[src/rtl/serial_frame_arbiter_if.sv]
`default_nettype none
// ============================================================================
// Module  : serial_frame_arbiter_if
// Brief   : Requester bus and serial-line status bundle for serial_frame_arbiter.
// Revision: 1.0  initial release
// ============================================================================
interface serial_frame_arbiter_if #(
    parameter int NUM_REQ = 4
);
    localparam int GNT_W = $clog2(NUM_REQ);

    logic [NUM_REQ-1:0]   req_valid;
    logic [8*NUM_REQ-1:0] req_data;
    logic [NUM_REQ-1:0]   req_ready;
    logic                 tx;
    logic                 busy;
    logic [GNT_W-1:0]     grant_id;
    logic                 frame_done;

    modport master (
        output req_valid, req_data,
        input  req_ready, tx, busy, grant_id, frame_done
    );

    modport slave (
        input  req_valid, req_data,
        output req_ready, tx, busy, grant_id, frame_done
    );
endinterface
`default_nettype wire

[src/rtl/serial_frame_arbiter.sv]
`default_nettype none
// ============================================================================
// Module  : serial_frame_arbiter
// Brief   : Round-robin arbiter serializing one byte per frame onto a shared tx line.
// Revision: 1.0  initial release
// ============================================================================
module serial_frame_arbiter #(
    parameter int NUM_REQ      = 4,
    parameter int CLKS_PER_BIT = 1,
    parameter int IDLE_BITS    = 1
) (
    input  logic                   clk,
    input  logic                   reset,
    serial_frame_arbiter_if.slave  bus
);
    localparam int c_GNT_W      = $clog2(NUM_REQ);
    localparam int c_GAP_CYCLES = IDLE_BITS * CLKS_PER_BIT;
    localparam int c_CNT_MAX    = (CLKS_PER_BIT > c_GAP_CYCLES) ? CLKS_PER_BIT : c_GAP_CYCLES;
    localparam int c_CNT_W      = (c_CNT_MAX < 2) ? 1 : $clog2(c_CNT_MAX);
    localparam logic [c_CNT_W-1:0] c_BIT_LAST = c_CNT_W'(CLKS_PER_BIT - 1);
    localparam logic [c_CNT_W-1:0] c_GAP_LAST = c_CNT_W'((c_GAP_CYCLES > 0) ? c_GAP_CYCLES - 1 : 0);
    localparam logic [c_GNT_W-1:0] c_LAST_REQ = c_GNT_W'(NUM_REQ - 1);

    typedef enum logic [2:0] {
        S_IDLE  = 3'd0,
        S_START = 3'd1,
        S_DATA  = 3'd2,
        S_STOP  = 3'd3,
        S_GAP   = 3'd4
    } state_t;

    state_t               r_state, w_state_next;
    logic [c_CNT_W-1:0]   r_cnt, w_cnt_next;
    logic [2:0]           r_bit, w_bit_next;
    logic [7:0]           r_shift, w_shift_next;
    logic                 r_tx, w_tx_next;
    logic [c_GNT_W-1:0]   r_grant, r_ptr;
    logic [c_GNT_W-1:0]   w_winner, w_idx;
    logic                 w_found, w_xfer, w_phase_last;
    logic [7:0]           w_bytes [NUM_REQ];

    generate
        for (genvar g = 0; g < NUM_REQ; g++) begin : g_unpack
            assign w_bytes[g] = bus.req_data[8*g +: 8];
        end
    endgenerate

    // First valid requester at or after the round-robin pointer.
    always_comb begin
        w_found  = 1'b0;
        w_winner = '0;
        w_idx    = '0;
        for (int k = 0; k < NUM_REQ; k++) begin
            w_idx = c_GNT_W'((int'(r_ptr) + k) % NUM_REQ);
            if (!w_found && bus.req_valid[w_idx]) begin
                w_found  = 1'b1;
                w_winner = w_idx;
            end
        end
    end

    assign w_xfer = (r_state == S_IDLE) && w_found;

    always_comb begin
        bus.req_ready = '0;
        if (w_xfer && !reset) begin
            bus.req_ready[w_winner] = 1'b1;
        end
    end

    assign w_phase_last = (r_cnt == c_BIT_LAST);

    always_comb begin
        w_state_next = r_state;
        w_cnt_next   = r_cnt;
        w_bit_next   = r_bit;
        w_shift_next = w_xfer ? w_bytes[w_winner] : r_shift;
        case (r_state)
            S_IDLE: begin
                if (w_found) begin
                    w_state_next = S_START;
                    w_cnt_next   = '0;
                end
            end
            S_START: begin
                if (w_phase_last) begin
                    w_state_next = S_DATA;
                    w_cnt_next   = '0;
                    w_bit_next   = 3'd0;
                end else begin
                    w_cnt_next = r_cnt + 1'b1;
                end
            end
            S_DATA: begin
                if (w_phase_last) begin
                    w_cnt_next = '0;
                    if (r_bit == 3'd7) begin
                        w_state_next = S_STOP;
                    end else begin
                        w_bit_next = r_bit + 3'd1;
                    end
                end else begin
                    w_cnt_next = r_cnt + 1'b1;
                end
            end
            S_STOP: begin
                if (w_phase_last) begin
                    w_cnt_next   = '0;
                    w_state_next = (IDLE_BITS > 0) ? S_GAP : S_IDLE;
                end else begin
                    w_cnt_next = r_cnt + 1'b1;
                end
            end
            S_GAP: begin
                if (r_cnt == c_GAP_LAST) begin
                    w_cnt_next   = '0;
                    w_state_next = S_IDLE;
                end else begin
                    w_cnt_next = r_cnt + 1'b1;
                end
            end
            default: begin
                w_state_next = S_IDLE;
                w_cnt_next   = '0;
            end
        endcase

        // tx is registered from the upcoming state so the line tracks the FSM without lag.
        case (w_state_next)
            S_START: w_tx_next = 1'b0;
            S_DATA:  w_tx_next = w_shift_next[w_bit_next];
            default: w_tx_next = 1'b1;
        endcase
    end

    always_ff @(posedge clk) begin
        if (reset) begin
            r_state <= S_IDLE;
            r_cnt   <= '0;
            r_bit   <= '0;
            r_shift <= '0;
            r_tx    <= 1'b1;
            r_grant <= '0;
            r_ptr   <= '0;
        end else begin
            r_state <= w_state_next;
            r_cnt   <= w_cnt_next;
            r_bit   <= w_bit_next;
            r_shift <= w_shift_next;
            r_tx    <= w_tx_next;
            if (w_xfer) begin
                r_grant <= w_winner;
                r_ptr   <= (w_winner == c_LAST_REQ) ? '0 : w_winner + 1'b1;
            end
        end
    end

    assign bus.tx         = r_tx;
    assign bus.busy       = (r_state != S_IDLE);
    assign bus.grant_id   = r_grant;
    assign bus.frame_done = (r_state == S_STOP) && w_phase_last;
endmodule
`default_nettype wire
[src/flat_wrapper.sv]
// flat-port wrapper written by rule: the top's interface ports become plain ports
module serial_frame_arbiter_flat 
#(
    parameter int NUM_REQ      = 4,
    parameter int CLKS_PER_BIT = 1,
    parameter int IDLE_BITS    = 1
)
  (clk, reset, bus_req_valid, bus_req_data, bus_req_ready, bus_tx, bus_busy, bus_grant_id, bus_frame_done);
  serial_frame_arbiter_if #(.NUM_REQ(NUM_REQ)) bus_i ();
  input  logic clk;
  input  logic reset;
  input wire logic [$bits(bus_i.req_valid)-1:0] bus_req_valid;
  input wire logic [$bits(bus_i.req_data)-1:0] bus_req_data;
  output wire logic [$bits(bus_i.req_ready)-1:0] bus_req_ready;
  output wire logic [$bits(bus_i.tx)-1:0] bus_tx;
  output wire logic [$bits(bus_i.busy)-1:0] bus_busy;
  output wire logic [$bits(bus_i.grant_id)-1:0] bus_grant_id;
  output wire logic [$bits(bus_i.frame_done)-1:0] bus_frame_done;
  assign bus_i.req_valid = bus_req_valid;
  assign bus_i.req_data = bus_req_data;
  assign bus_req_ready = bus_i.req_ready;
  assign bus_tx = bus_i.tx;
  assign bus_busy = bus_i.busy;
  assign bus_grant_id = bus_i.grant_id;
  assign bus_frame_done = bus_i.frame_done;
  serial_frame_arbiter #(.NUM_REQ(NUM_REQ), .CLKS_PER_BIT(CLKS_PER_BIT), .IDLE_BITS(IDLE_BITS)) u_core (.clk(clk), .reset(reset), .bus(bus_i));
endmodule
[config.mk]
export PLATFORM = sky130hd
export DESIGN_NAME = serial_frame_arbiter_flat
export DESIGN_NICKNAME = d
export VERILOG_FILES = /design/src/rtl/serial_frame_arbiter_if.sv /design/src/rtl/serial_frame_arbiter.sv /design/src/flat_wrapper.sv
export SDC_FILE = /design/constraint.sdc
export NUM_CORES = 1
export LEC_CHECK = 0
export ABC_AREA = 1
export CELL_PAD_IN_SITES_DETAIL_PLACEMENT = 1
export CELL_PAD_IN_SITES_GLOBAL_PLACEMENT = 1
export CORE_ASPECT_RATIO = 2
export CORE_UTILIZATION = 33
export CTS_BUF_LIST = sky130_fd_sc_hd__clkbuf_16
export CTS_CLUSTER_SIZE = 25
export DETAILED_ROUTE_END_ITERATION = 12
export PLACE_DENSITY = 0.85
export SYNTH_ARGS = -nofsm -noshare
export SYNTH_HDL_FRONTEND = slang
export SYNTH_SLANG_ARGS = --single-unit
[constraint.sdc]
create_clock -name clk -period 4.1 [get_ports clk]
set_clock_uncertainty 0.1 [all_clocks]
set_input_delay 0.41 -clock clk [delete_from_list [all_inputs] [get_ports clk]]
set_output_delay 0.41 -clock clk [all_outputs]
set_load 0.01 [all_outputs]
==> results of run 1 <==
state kept, by name (all words and copies together) (netlist names):
register / flops
u_core.r_ptr: 2
u_core.r_state: 3
u_core.bus.tx: 1
u_core.r_bit: 3
u_core.r_shift: 8
u_core.bus.grant_id: 2
cell usage after synthesis:
cell type	number	area, sq um
buf_6	2	22.5
nor2_4	1	11.3
nand4_1	9	56.3
nand2_1	79	297
clkinv_1	1	3.75
a21oi_1	12	60.1
o21ai_1	2	10.0
nor2_1	17	63.8
o21ai_0	5	25.0
nand3_1	45	225
nand3_2	1	10.0
inv_2	3	11.3
nor4_1	1	6.26
nor3_1	2	10.0
inv_1	24	90.1
nand2_2	4	25.0
clkbuf_1	2	7.51
buf_2	3	15.0
nand3_4	2	35.0
dfxtp_1	19	380
o22ai_1	1	6.26
ha_1	5	62.6
layer usage:
| metal | share of wire (%) | vias up | global-route usage [%] |
|---|---|---|---|
| li1 | - | 871 | - |
| met1 | 37 | 811 | 21.4 |
| met2 | 60 | 27 | 48.6 |
| met3 | 2.0 | 7 | 2.55 |
| met4 | 1.8 | 0 | 8.82 |
| met5 | 0 | - | 0 |
stage by stage:
step                area (sq um)  total power, W  util (%)
finish                      2010         0.00149      48.7
global placement            1930         0.00127      46.7
global route                2010         0.00165      48.7
CTS                         2010         0.00151      48.7
floorplan                   1430         0.00100         -
detailed placement          1930         0.00130      46.7
where the power goes:
part           internal [W]  switching, W  leakage (nW)
clock network      0.000131     0.0000728        0.0409
logic              0.000362      0.000654         0.731
registers          0.000241     0.0000337         0.157
worst max-delay path: cells and delay by family (launching register included):
family,cells,cell delay [ps]
adder cells (fa/ha/maj),1,180
buffers and inverters,4,1010
flip-flops,1,580
AND/OR/NAND/NOR,9,1030
layout make-up:
class	count	share of cell area [%]
clock inverter	1	0.249
tap	52	3.24
timing repair buffer	48	23.7
sequential	19	18.9
multi-input combinational	186	45.0
inverter	28	5.23
clock buffer	3	3.74
kinds of logic (layout without fill, tap and decap cells):
family / Yosys count / after routing / synth area share [%]
AND/OR/NAND/NOR: 161 / 161 / 51.6
AO/OA/AOI/OAI: 20 / 20 / 7.07
flip-flops: 19 / 19 / 26.5
adder cells (fa/ha/maj): 5 / 5 / 4.36
buffers and inverters: 35 / 80 / 10.5
how the worst min path moves through the flow:
stage / start / end / slack [ps]
after detailed placement: u_core.r_shift[5] / u_core.r_shift[5] / 370
after global routing: u_core.r_shift[5] / u_core.r_shift[5] / 400
after CTS: u_core.r_shift[4] / u_core.r_shift[4] / 380
after global placement: u_core.r_shift[3] / u_core.r_shift[3] / 360
final: u_core.r_shift[4] / u_core.r_shift[4] / 380
after floorplan: u_core.r_shift[2] / u_core.r_shift[2] / 350
==> results.ini, run 1 <==
[timing]
period_needed_ps=3570
finalWorstSetupSlack_ps=533
setup_viol=0
worstMarginPinSlew_ps=679
drv_slew=0
hold_violations=0
whs_ps=379
rsz0062_at_grt=false
finalCritPeriodShare_pct=87.0
fin_tns_setup_ps=0
fmax_mhz=280
relSlewSlack_pct=54.6

[clock_network]
cts_tree=yes
numCtsBuffers=3
cts.sinks=19
worstSkewPairLatency_ps=250
cts_setup_buffers=0
clk_root_buffer_cell=clkbuf_16
cts_resized=0
cts_max_level=1
cts.path.max_buffers=2
postCtsHoldBufs=0
clk_pin_slew_worst_paths_ps=60

[floorplanning]
die_y_um=95.2
ios=47
die_x_um=48.6
start_util_pct=34.7
die_area_sq_mm=0.00463
core-area_sq_mm=0.00413
rows=33

[placed_design]
portBuffers=46
dp_slack_ps=687
dp.cells=333
dp_hpwl_um=3960
place_congestion=0.821

[route]
wl_um=4950
drt-initial-drc-count=20
ant_nets=0
num_vias=1716
viasPerCell=5.09
drc=0
firstDrtPassIters=4
wl_per_cell_um=14.7

[synthesis]
synthCells=240
synth_area_sq_mm=0.00143
seq_area_frac_synth_pct=26.5
avgSynthCellArea_sq_um=5.97
yosys_warnings=0
yosysUniqueCellTypes=22
synth_seq_cells=19
syn_nets=283

[grt]
grt_max_degree=20
grt-ovfl-total=0
antenna_found_initial=0
grtUsageTotal_pct=23.0
grt_pass1_wl_um=8140
grt_pass1_vias=1809

[final_layout]
final_common_cell=nand2_1
fillers=583
final_cell_mix=nand2_1 (79), clkdlybuf4s50_1 (46), nand3_1 (45)
syn_to_final_growth_pct=40.1
multi_input_area_sq_um=903
seq_area_sq_um=380
instances_no_fill=337
antenna_cells=0
drive_gt1_share_pct=5.96
nNetsFinal=329

[worst_setup_path]
cp-end-kind=primary output
cp_max_fo=19
r2r_slack_ps=1280
endpoint=bus_req_ready[1]
cp.arrival_ps=3060
slowest_delay_ps=580
startpoint_type=flop
required_ps=3590
startpoint=u_core.r_ptr[0]
crit_type=flop to primary output
ff2ff_path_depth=17
crit_path_top_delay_cell=dfxtp_1
critPathMostFrequentCell=nand2_1
rr_startpoint=u_core.r_ptr[0]
r2r-end=u_core.bus.tx
path_cells=inv_2, nand2_1, nand2_1, nand2_1, nand2_1, nand2_1, nand2_1, nand2_2, nand3_4, inv_2, ha_1, inv_1, nor2_1, clkdlybuf4s50_1

[min_path]
min_path_cells=2
hp-class=flop to flop

[pwr]
power_density_mw_per_mm2=744
power.leakage_nw=0.928
ir_drop_mv=0.364

[run_status]
outcome=finished, final reports clean

[job]
maxCapViolCount=0

(Power assumes the default switching activity.)
==> run 2: changes to the inputs <==
CTS_CLUSTER_SIZE = not set   (was 25)
GPL_TIMING_DRIVEN = 1   (was not set)
PLACE_DENSITY = 0.88   (was 0.85)
==> results.ini, run 2 (synthesis results as in run 1) <==
[run_status]
outcome=finished, final reports clean

[final_layout]
antenna_cells=0
fillers=589
drive_gt1_share_pct=5.61
largest_reg_flops=8
utilization_pct=48.6
final_cell_mix=nand2_1 (79), clkdlybuf4s50_1 (46), nand3_1 (45)
syn_to_final_growth_pct=40.1
largest_register=u_core.r_shift
nNetsFinal=329
fin_area_sq_mm=0.00201
final_common_cell=nand2_1
reg.largest.list=u_core.r_shift (8), u_core.r_bit (3), u_core.r_state (3)

[route]
viasPerCell=5.22
drc=0
wl_um=4940
firstDrtPassIters=4
num_vias=1759
ant_nets=0
wl_per_cell_um=14.7
drt-initial-drc-count=51

[clock_network]
numCtsBuffers=3
cts_setup_buffers=0
cts.path.max_buffers=2
cts_resized=0
cts.sinks=19
worstSkewPairLatency_ps=250
clk_pin_slew_worst_paths_ps=50
postCtsHoldBufs=0
cts_tree=yes
clk_root_buffer_cell=clkbuf_16
cts_max_level=1

[pwr]
power.leakage_nw=0.930
ir_drop_mv=0.369
power_density_mw_per_mm2=755

[worst_setup_path]
crit_type=flop to primary output
required_ps=3590
cp.arrival_ps=3150
cp-end-kind=primary output
cp_max_fo=19
startpoint_type=flop

[timing]
drv_slew=0
hold_violations=0
fmax_mhz=273
finalWorstSetupSlack_ps=436
setup_viol=0
rsz0062_at_grt=false
fin_tns_setup_ps=0
period_needed_ps=3660
finalCritPeriodShare_pct=89.4
whs_ps=380
worstMarginPinSlew_ps=703
relSlewSlack_pct=53.0

[grt]
grt_max_degree=20
grt_pass1_vias=1775
grt-ovfl-total=0
grtUsageTotal_pct=22.6
antenna_found_initial=0
grt_pass1_wl_um=8090

[placed_design]
place_congestion=0.844
portBuffers=46
dp_hpwl_um=3910
dpl_cell_area_sq_mm=0.00193
dp_slack_ps=587

[floorplanning]
rows=33
ios=47
die_area_sq_mm=0.00463
core-area_sq_mm=0.00413
die_y_um=95.2
start_util_pct=34.7
die_x_um=48.6

[job]
maxCapViolCount=0

[min_path]
hp-class=flop to flop

## run 2: changes by cell type in the layout (fill, tap and decap cells not counted)
cell      before  now
clkinv_2       1    0
inv_1         24   25
## run 2: metrics by stage
step,instances,power [W]
floorplan,240,0.00100
global placement,333,0.00128
detailed placement,333,0.00132
CTS,337,0.00153
global route,337,0.00167
finish,337,0.00152
## run 2: worst paths after layout
kind / from / endpoint / slack [ps] / cells past startpoint
setup / recovery: u_core.r_ptr[0] / bus_req_ready[1] / 440 / 14
hold / removal: u_core.r_shift[5] / u_core.r_shift[5] / 380 / 2
setup reg to reg: u_core.r_ptr[0] / u_core.bus.tx / 1240 / 18
hold reg to reg: u_core.r_shift[5] / u_core.r_shift[5] / 380 / 2
## run 2: layer usage
metal | vias up | wire [um] | global-route usage (%) | share of wire, %
met2 | 35 | 2960 | 49.0 | 60
met3 | 5 | 109 | 1.91 | 2.2
li1 | 875 | - | - | -
met1 | 844 | 1810 | 21.1 | 37
met4 | 0 | 67 | 7.35 | 1.4
met5 | - | 0 | 0 | 0
## run 2: cell type report
cell class | instances | area [sq um] | share of cell area (%)
flip-flops and latches | 19 | 380 | 18.9
inverters | 28 | 105 | 5.23
repair buffers | 48 | 475 | 23.7
clock buffers | 3 | 75.1 | 3.74
multi-input cells | 186 | 903 | 45.0
well taps | 52 | 65.1 | 3.24
clock inverters | 1 | 3.75 | 0.187
## run 2: power breakdown
part	switching (W)	internal (W)
sequential	0.0000343	0.000241
clock	0.0000729	0.000130
combinational	0.000673	0.000365
## run 2: critical path, cell delays in order, from the launching register on
cell             delay [ps]
dfxtp_1                 580
inv_2                   180
nand2_1                 110
nand2_1                 110
nand2_1                  80
nand2_1                  50
nand2_1                  90
nand2_1                  80
nand2_2                 170
nand3_4                 260
inv_2                   260
ha_1                    180
inv_1                    50
nor2_1                  120
clkdlybuf4s50_1         560
==> run 3: changes to the inputs <==
SKIP_CTS_REPAIR_TIMING = 1   (was not set)
==> results of run 3 <==
The final DEF is identical to that of run 2; final timing and power are the same.
